[src/rtl/lsu.sv]
// Load/store unit between the datapath and the dm word memory.
// Byte/half/word loads and stores over a req/done handshake; sub-word stores
// are done as read-modify-write of the containing big-endian word.
module lsu (
  input  logic        clk,
  input  logic        rst,
  input  logic        req,
  input  logic        we,
  input  logic [1:0]  size,
  input  logic        sign_ext,
  input  logic [9:0]  addr,
  input  logic [31:0] wdata,
  output logic        busy,
  output logic        done,
  output logic        err,
  output logic [31:0] rdata,
  output logic [7:0]  dm_addr,
  output logic [31:0] dm_din,
  output logic        dm_write,
  output logic        dm_read,
  input  logic [31:0] dm_dout
);

  typedef enum logic [1:0] {
    IDLE  = 2'd0,
    READ  = 2'd1,
    WRITE = 2'd2,
    DONE  = 2'd3
  } state_t;

  state_t      state, state_next;
  logic [1:0]  off_q;
  logic [1:0]  size_q;
  logic        we_q;
  logic        sx_q;
  logic        err_q;
  logic [31:0] wdata_q;
  logic        accept;
  logic        illegal;
  logic [7:0]  byte_lane;
  logic [15:0] half_lane;
  logic [31:0] load_val;
  logic [31:0] merged;

  assign accept  = (state == IDLE) && req;
  assign illegal = (size == 2'b11) ||
                   ((size == 2'b01) && addr[0]) ||
                   ((size == 2'b10) && (addr[1:0] != 2'b00));

  // Outputs decoded from state only; reset drops the strobes asynchronously.
  assign busy     = (state != IDLE);
  assign done     = (state == DONE);
  assign err      = (state == DONE) && err_q;
  assign dm_read  = (state == READ);
  assign dm_write = (state == WRITE);

  // State register.
  always_ff @(posedge clk or posedge rst) begin
    if (rst) state <= IDLE;
    else     state <= state_next;
  end

  // Next-state decode.
  always_comb begin
    state_next = state;
    case (state)
      IDLE: begin
        if (req) begin
          if (illegal)                          state_next = DONE;
          else if (we && (size == 2'b10))       state_next = WRITE;
          else                                  state_next = READ;
        end
      end
      READ:    state_next = we_q ? WRITE : DONE;
      WRITE:   state_next = DONE;
      DONE:    state_next = IDLE;
      default: state_next = IDLE;
    endcase
  end

  // Lane extraction and extension for loads (big-endian: offset 0 is [31:24]).
  always_comb begin
    byte_lane = dm_dout[{~off_q, 3'b000} +: 8];
    half_lane = dm_dout[{~off_q[1], 4'b0000} +: 16];
    load_val  = dm_dout;
    case (size_q)
      2'b00:   load_val = {{24{sx_q & byte_lane[7]}}, byte_lane};
      2'b01:   load_val = {{16{sx_q & half_lane[15]}}, half_lane};
      default: load_val = dm_dout;
    endcase
  end

  // Old word with only the target lane replaced, for sub-word stores.
  always_comb begin
    merged = dm_dout;
    case (size_q)
      2'b00:   merged[{~off_q, 3'b000} +: 8]     = wdata_q[7:0];
      2'b01:   merged[{~off_q[1], 4'b0000} +: 16] = wdata_q[15:0];
      default: merged = wdata_q;
    endcase
  end

  // Request latch, dm address/data registers and load result.
  // dm_din doubles as the merge register: READ of a sub-word store loads it.
  always_ff @(posedge clk or posedge rst) begin
    if (rst) begin
      off_q   <= '0;
      size_q  <= '0;
      we_q    <= 1'b0;
      sx_q    <= 1'b0;
      err_q   <= 1'b0;
      wdata_q <= '0;
      rdata   <= '0;
      dm_addr <= '0;
      dm_din  <= '0;
    end else begin
      if (accept) begin
        off_q   <= addr[1:0];
        size_q  <= size;
        we_q    <= we;
        sx_q    <= sign_ext;
        wdata_q <= wdata;
        err_q   <= illegal;
        if (!illegal) begin
          dm_addr <= addr[9:2];
          if (we && (size == 2'b10)) dm_din <= wdata;
        end
      end
      if (state == READ) begin
        if (we_q) dm_din <= merged;
        else      rdata  <= load_val;
      end
    end
  end

endmodule

[config.mk]
export PLATFORM = sky130hd
export DESIGN_NAME = lsu
export DESIGN_NICKNAME = d
export VERILOG_FILES = /design/src/rtl/lsu.sv
export SDC_FILE = /design/constraint.sdc
export NUM_CORES = 1
export LEC_CHECK = 0
export ABC_AREA = 1
export ABC_CLOCK_PERIOD_IN_PS = 5100
export CAP_MARGIN = 40
export CORE_MARGIN = 8
export CORE_UTILIZATION = 52
export CTS_BUF_LIST = sky130_fd_sc_hd__clkbuf_16
export CTS_CLUSTER_DIAMETER = 150
export DETAILED_ROUTE_END_ITERATION = 10
export GPL_ROUTABILITY_DRIVEN = 0
export PLACE_DENSITY = 0.82
export SLEW_MARGIN = 20
export SYNTH_ARGS = -nofsm -noshare
export SYNTH_HDL_FRONTEND = slang
export SYNTH_SLANG_ARGS = --single-unit
[constraint.sdc]
create_clock -name clk -period 5.1 [get_ports clk]
set_input_delay 1.53 -clock clk [delete_from_list [all_inputs] [get_ports clk]]
set_output_delay 1.53 -clock clk [all_outputs]
set_load 0.05 [all_outputs]
; Yosys cells after proc, flatten, opt, wreduce, memory -nomap -nowiden
; Cells that the tools add are included.
[op_classes]
n_reduce_logical = 13
mux = 14
n_eq_ne = 8
n_shift = 6
add_sub_neg = 2
bitwise = 6
[ops]
columns = op, n
row1 = $mux 32, 5
row2 = $pmux 32 s2, 2
row3 = $bwmux 32, 2
row4 = $shift 16x7->32 const A, 1
row5 = $shift 8x7->32 const A, 1
row6 = $shiftx 16x7->32, 1
row7 = $shiftx 32x6->16, 1
row8 = $shiftx 32x6->8, 1
row9 = $shiftx 8x7->32, 1
row10 = $neg 5->7, 2
row11 = $eq 2x2->1 const B, 4
row12 = $pmux 2 s4, 1
row13 = $eq 2x1->1 const B, 3
row14 = $mux 2, 3
row15 = $logic_and 1x1->1, 5
row16 = $logic_not 2->1, 2
row17 = $reduce_and 2->1, 2
row18 = $reduce_bool 2->1, 2
row19 = $not 1->1, 3
row20 = $and 1x1->1, 2
row21 = $logic_or 1x1->1, 2
row22 = $ne 2x2->1 const B, 1
row23 = $not 2->2, 1
row24 = $mux 1, 1
[word_totals]
inputBits = 81
elab_cells = 59
regBits = 113

; Longest topological paths before layout
; Gate-level depths: netlist of run 1.
[depth]
depth_word = 8
ltp_mapped = 13
depth_no_buf = 11

; Least setup slack after synthesis of run 1
; Ideal clock, no wire load.
[synth_timing]
path_kind = register to output
from = register state[0]
to = output port err
arrival_ps = 1245
required_ps = 3570
n_path_buf = 0
setup_slack_ps = 2325
path_stages_with_launch = 4
path_cell_list = dfrtp_1 ha_1 nand2_1 inv_1
[synth_between]
elab_chain_cells = 2
[synth_rtl]
columns = element, line
row1 = "start, declared", 31  ; state_t state, state_next;
row2 = "start signal, assigned", 60  ; else state <= state_next;
row3 = $eq 2x2->1, n/a
row4 = net done, 14  ; output logic done,
row5 = $logic_and 1x1->1, 53  ; assign err = (state == DONE) && err_q;
row6 = "end, declared", 15  ; output logic err,
; The timed path passes the listed nets, and every way through them passes these cells.

; Final worst setup path of run 1
[layout_timing]
from = register state[1]
to = output port dm_read
[layout_between]
elab_chain_cells = 1
[layout_rtl]
columns = element, line
row1 = $eq 2x1->1, 54  ; assign dm_read = (state == READ);
row2 = "end, declared", 20  ; output logic dm_read,
; No other way between the ends.

==> results.cfg, run 1 <==
[setup_path]
end_kind = output port
crit_required_ns = 3.57
critical_path_class = reg -> out
cp_max_fo = 4
start_kind = register
crit_arrival_ns = 2.07

[clocking]
cts-resized-gates = 0
h-tree-depth = 4
clock-sinks = 113
cts_tree = yes
ctsHoldBuffers = 0
cts_buffer_depth = 2
ctsRootBufferMaster = clkbuf_16
clk_pin_slew_ns = 0.06
insertion_delay_ns = 0.43
postCtsSetupBuffers = 0
cts_buffers = 17

[floorplan]
fp.dieH_um = 132.7
dieArea_sq_um = 17600
start_util_pct = 53.25
core-area_sq_um = 13300
io_pins = 158
die_w_um = 132.7
rows = 42

[timing]
post-route-period-util_pct = 70.59
rsz0062_at_grt = no
whs_ns = 0.4770
finalSetupViolCount = 0
fin_skew_ns = 0.01143
timing.fmax_mhz = 277.8
min_period_ns = 3.600
setup_tns_ns = 0
tightestPinTransition_ns = 0.8672
drv_slew = 0
relSlewSlack_pct = 42.12
finalHoldViolCount = 0

[synth]
synth-seq-cells = 113
synth-async-reset-ratio_pct = 100.0
netlist_area_sq_um = 7079
synth.area.top_cells = dfrtp_1 40%, nand2_1 21%, inv_1 6.6%, o21ai_0 5.4%, nand3_1 4.7%
syn_avg_cell_area_sq_um = 6.647
synth_top_area_share_pct = 39.94
yosysMostFrequentCell = nand2_1
ys_top_cells_by_count = 392 x nand2_1, 125 x inv_1, 113 x dfrtp_1
ys.warnings.count = 0
synth_enable_flop_cells = 0
synthFlopType = dfrtp_1
synth_area_leader_cell = dfrtp_1
synth.distinct_cells = 30
ys_seq_area_share_pct = 39.94
syn_nets = 1156
synth_cells = 1065

[grt]
grt_max_degree = 65
grt_pass1_wl_mm = 38.21
first_global_vias = 7455
gr-total-overflow = 0
antenna_found_initial = 0
grt_use_total_pct = 26.76

[routing]
vias_per_cell = 5.466
drc = 0
drtIter0Drc = 875
num_vias = 7592
ant_nets = 0
first_pass_iters = 6
avgRoutedWirePerCell_um = 16.69
wirelength_mm = 23.19

[flow_run]
cap_violations = 0

[finish]
antenna_cells = 0
layout.nets = 1292
fill_cells = 1108
layout-drive-gt1-share_pct = 6.018
area_growth_pct = 32.24
final_core_util_pct = 70.41

[run_status]
outcome = finished clean

[power]
p_per_area_nw_per_um2 = 726.8
leakage_nw = 4.823
vdd_drop_max_v = 0.0004644

[place]
portBuffers = 157
place_hpwl_mm = 16.56

[worst_hold_path]
hold_class = reg -> reg
per-layer routing:
layer	routed length (um)	up-vias	share of wire, %	GRT usage, %
li1	-	3625	-	-
met1	9541	3486	41	34.16
met2	10460	413	45	41.13
met3	2357	68	10	7.116
met4	825	0	3.6	13.25
met5	0	-	0	0
where the power goes:
| part | switching, mW | internal, mW | leakage, nW |
|---|---|---|---|
| sequential | 0.313 | 1.34 | 1.37 |
| clock | 0.418 | 0.802 | 0.297 |
| combinational | 2.70 | 1.23 | 3.15 |
area by class of cell:
class	count	area [sq um]	area share (%)
multi-input combinational	768	3503	37.42
timing repair buffer	170	1714	18.31
clock inverter	14	172.7	1.844
inverter	131	496.7	5.306
sequential	113	2829	30.22
tap	176	220.2	2.352
clock buffer	17	425.4	4.544
cells in the final DEF (no fill, tap or decap), types with 10 or more instances in the layout:
cell type	n
nand4_1	22
nand3_1	66
clkbuf_16	17
a21oi_1	52
dfrtp_1	112
nor2_1	88
nand2_1	392
a21oi_2	12
o21ai_0	77
clkdlybuf4s50_1	157
buf_4	10
ha_1	10
inv_1	125
critical path: stages, from the launching register on:
cell,delay (ns)
dfrtp_1,0.41
inv_1,0.15
ha_1,0.26
clkdlybuf4s50_1,0.83
path summary, 6_finish.rpt:
check	startpoint	end	slack [ns]	cells after the start
worst min register to register	dm_addr[2]$_DFFE_PP0P_	dm_addr[2]$_DFFE_PP0P_	0.48	2
worst max-delay path	state[1]$_DFFE_PP0P_	dm_read	1.50	3
min in group asynchronous	rst	rdata[20]$_DFFE_PP0P_	1.55	2
worst min-delay path	dm_addr[2]$_DFFE_PP0P_	dm_addr[2]$_DFFE_PP0P_	0.48	2
max in group asynchronous	rst	dm_din[27]$_DFF_PP0_	2.79	3
worst max register to register	off_q[1]$_DFFE_PP0P_	dm_din[13]$_DFF_PP0_	2.18	11
kinds of logic after synthesis:
| group | after synthesis | synth area share (%) |
|---|---|---|
| AO/OA/AOI/OAI | 174 | 14.03 |
| AND/OR/NAND/NOR | 584 | 33.69 |
| adder cells (fa/ha/maj) | 10 | 1.767 |
| flip-flops | 113 | 39.94 |
| buffers and inverters | 184 | 10.57 |
stage by stage:
stage          std cells  area (sq um)  total power, mW  setup WS [ns]
2_1_floorplan       1065          7079            4.353         0.5826
3_3_place_gp        1357          8736            5.448          1.821
3_5_place_dp        1358          8763            5.541          1.747
4_1_cts             1389          9361            6.794          1.500
5_1_grt             1389          9361            7.248          1.453
6_report            1389          9361            6.804          1.500
registers in the layout, summed over array words and instances, names as in the netlist:
name,cells
wdata_q,32
off_q,2
err_q,1
dm_addr,8
rdata,32
size_q,2
we_q,1
dm_din,32
sx_q,1
state,2
No activity file was read; power rests on OpenSTA's default activity.
==> inputs of run 2 (changes only) <==
- ABC_CLOCK_PERIOD_IN_PS: 5100 -> 3190
- CORE_UTILIZATION: 52 -> 47
- PLACE_DENSITY: 0.82 -> 0.78
- clock period: 5.1 -> 3.19 ns (I/O delays scaled with it)
==> run 2 against run 1 <==
Effect of this change:
- clock power grew 61%
- non-clock buffer count up 4
- critical path depth unchanged
- via count fell by 1.3%
- flip-flop and latch count did not move
- sequential power increased by 65%
- combinational power grew 58%
- die area increased by 9.3%
- sequential share of layout area shrank 0.14 points
- highest routed layer unchanged
==> results.cfg, run 2 (same netlist as run 1, synthesis figures left out) <==
[routing]
ant_nets = 0
vias_per_cell = 5.329
drc = 0
wirelength_mm = 23.89
drtIter0Drc = 858
num_vias = 7492
avgRoutedWirePerCell_um = 16.99
first_pass_iters = 6

[timing]
timing.fmax_mhz = 333.2
post-route-period-util_pct = 94.09
finalSetupViolCount = 0
min_period_ns = 3.002
setup_tns_ns = 0
relSlewSlack_pct = 45.98
finalHoldViolCount = 0
drv_slew = 0
rsz0062_at_grt = no
fin_skew_ns = 0.007261
tightestPinTransition_ns = 0.8102

[setup_path]
cp_max_fo = 4
crit_arrival_ns = 2.04
critical_path_class = reg -> out
crit_chain = inv_1, ha_1, clkdlybuf4s50_1
cpMaxStageDelayCell = clkdlybuf4s50_1
crit_required_ns = 2.23
start_kind = register
slowest_delay_ns = 0.82
end_kind = output port

[clocking]
postCtsSetupBuffers = 0
ctsRootBufferMaster = clkbuf_16
cts_buffers = 17
ctsHoldBuffers = 0
cts-resized-gates = 0
cts_tree = yes
clk_pin_slew_ns = 0.05
insertion_delay_ns = 0.43
cts_buffer_depth = 2
clock-sinks = 113
h-tree-depth = 4

[power]
p_per_area_nw_per_um2 = 1162
vdd_drop_max_v = 0.0007041
p_total_mw = 10.93
leakage_nw = 4.841

[worst_hold_path]
hold_class = reg -> reg

[grt]
grt_pass1_wl_mm = 38.36
first_global_vias = 7321
antenna_found_initial = 0
gr-total-overflow = 0
grt_max_degree = 63
grt_use_total_pct = 24.77

[floorplan]
die_w_um = 138.7
rows = 45
io_pins = 158
dieArea_sq_um = 19250
core-area_sq_um = 14980
start_util_pct = 47.27
fp.dieH_um = 138.7

[finish]
layout-drive-gt1-share_pct = 6.240
final_core_util_pct = 62.81
fill_cells = 1375
final_cell_mix = 392 x nand2_1, 157 x clkdlybuf4s50_1, 126 x inv_1
antenna_cells = 0
fin_cells = 1406
final_common_cell = nand2_1
reg_top3 = dm_din: 32 flops, rdata: 32 flops, wdata_q: 32 flops
final_area_sq_um = 9407
layout.nets = 1296
area_growth_pct = 32.87

[flow_run]
cap_violations = 0

[run_status]
outcome = finished clean

[place]
place_area_sq_um = 8806
place_hpwl_mm = 17.34
dp_cells = 1374
portBuffers = 157
run 2: critical path, delay by kind of cell (launching register included):
family     cells  cell delay [ns]
buf+inv        2             0.98
fa+ha+maj      1             0.23
flops          1             0.40
run 2: area by class of cell:
type,count,area [sq um],share of cell area [%]
Timing Repair Buffer,174,1740,18.50
Multi-Input combinational cell,768,3503,37.24
Tap cell,188,235.2,2.501
Inverter,131,498.0,5.294
Clock buffer,17,425.4,4.522
Clock inverter,15,175.2,1.862
Sequential cell,113,2829,30.07
run 2: metal layers:
metal | GRT usage [%] | wire (um) | up-vias
met5 | 0 | 0 | -
met4 | 9.763 | 601 | 0
met3 | 5.611 | 2271 | 53
met2 | 39.24 | 11040 | 389
met1 | 32.28 | 9983 | 3415
li1 | - | - | 3635
run 2: path summary, 6_finish.rpt:
path / startpoint / endpoint / slack, ns / cells after the start
setup / recovery: state[0]$_DFFE_PP0P_ / dm_write / 0.19 / 3
hold / removal: rdata[15]$_DFFE_PP0P_ / rdata[15]$_DFFE_PP0P_ / 0.48 / 2
setup reg to reg: off_q[1]$_DFFE_PP0P_ / dm_din[12]$_DFF_PP0_ / 0.67 / 10
hold reg to reg: rdata[15]$_DFFE_PP0P_ / rdata[15]$_DFFE_PP0P_ / 0.48 / 2
max in group asynchronous: rst / size_q[1]$_DFFE_PP0P_ / 1.74 / 3
min in group asynchronous: rst / dm_addr[7]$_DFFE_PP0P_ / 0.87 / 2
run 2: through the flow:
| stage | hold slack [ns] | setup WS (ns) |
|---|---|---|
| global placement | 0.4627 | 0.5877 |
| global route | 0.4994 | 0.05199 |
| CTS | 0.4802 | 0.1840 |
| detailed placement | 0.4647 | 0.5219 |
| finish | 0.4766 | 0.1884 |
| floorplan | 0.4529 | 0.8616 |
run 2: power by group:
group	internal [mW]	total [mW]	switching, mW
clock	1.28	1.97	0.689
sequential	2.13	2.72	0.585
combinational	1.98	6.24	4.26
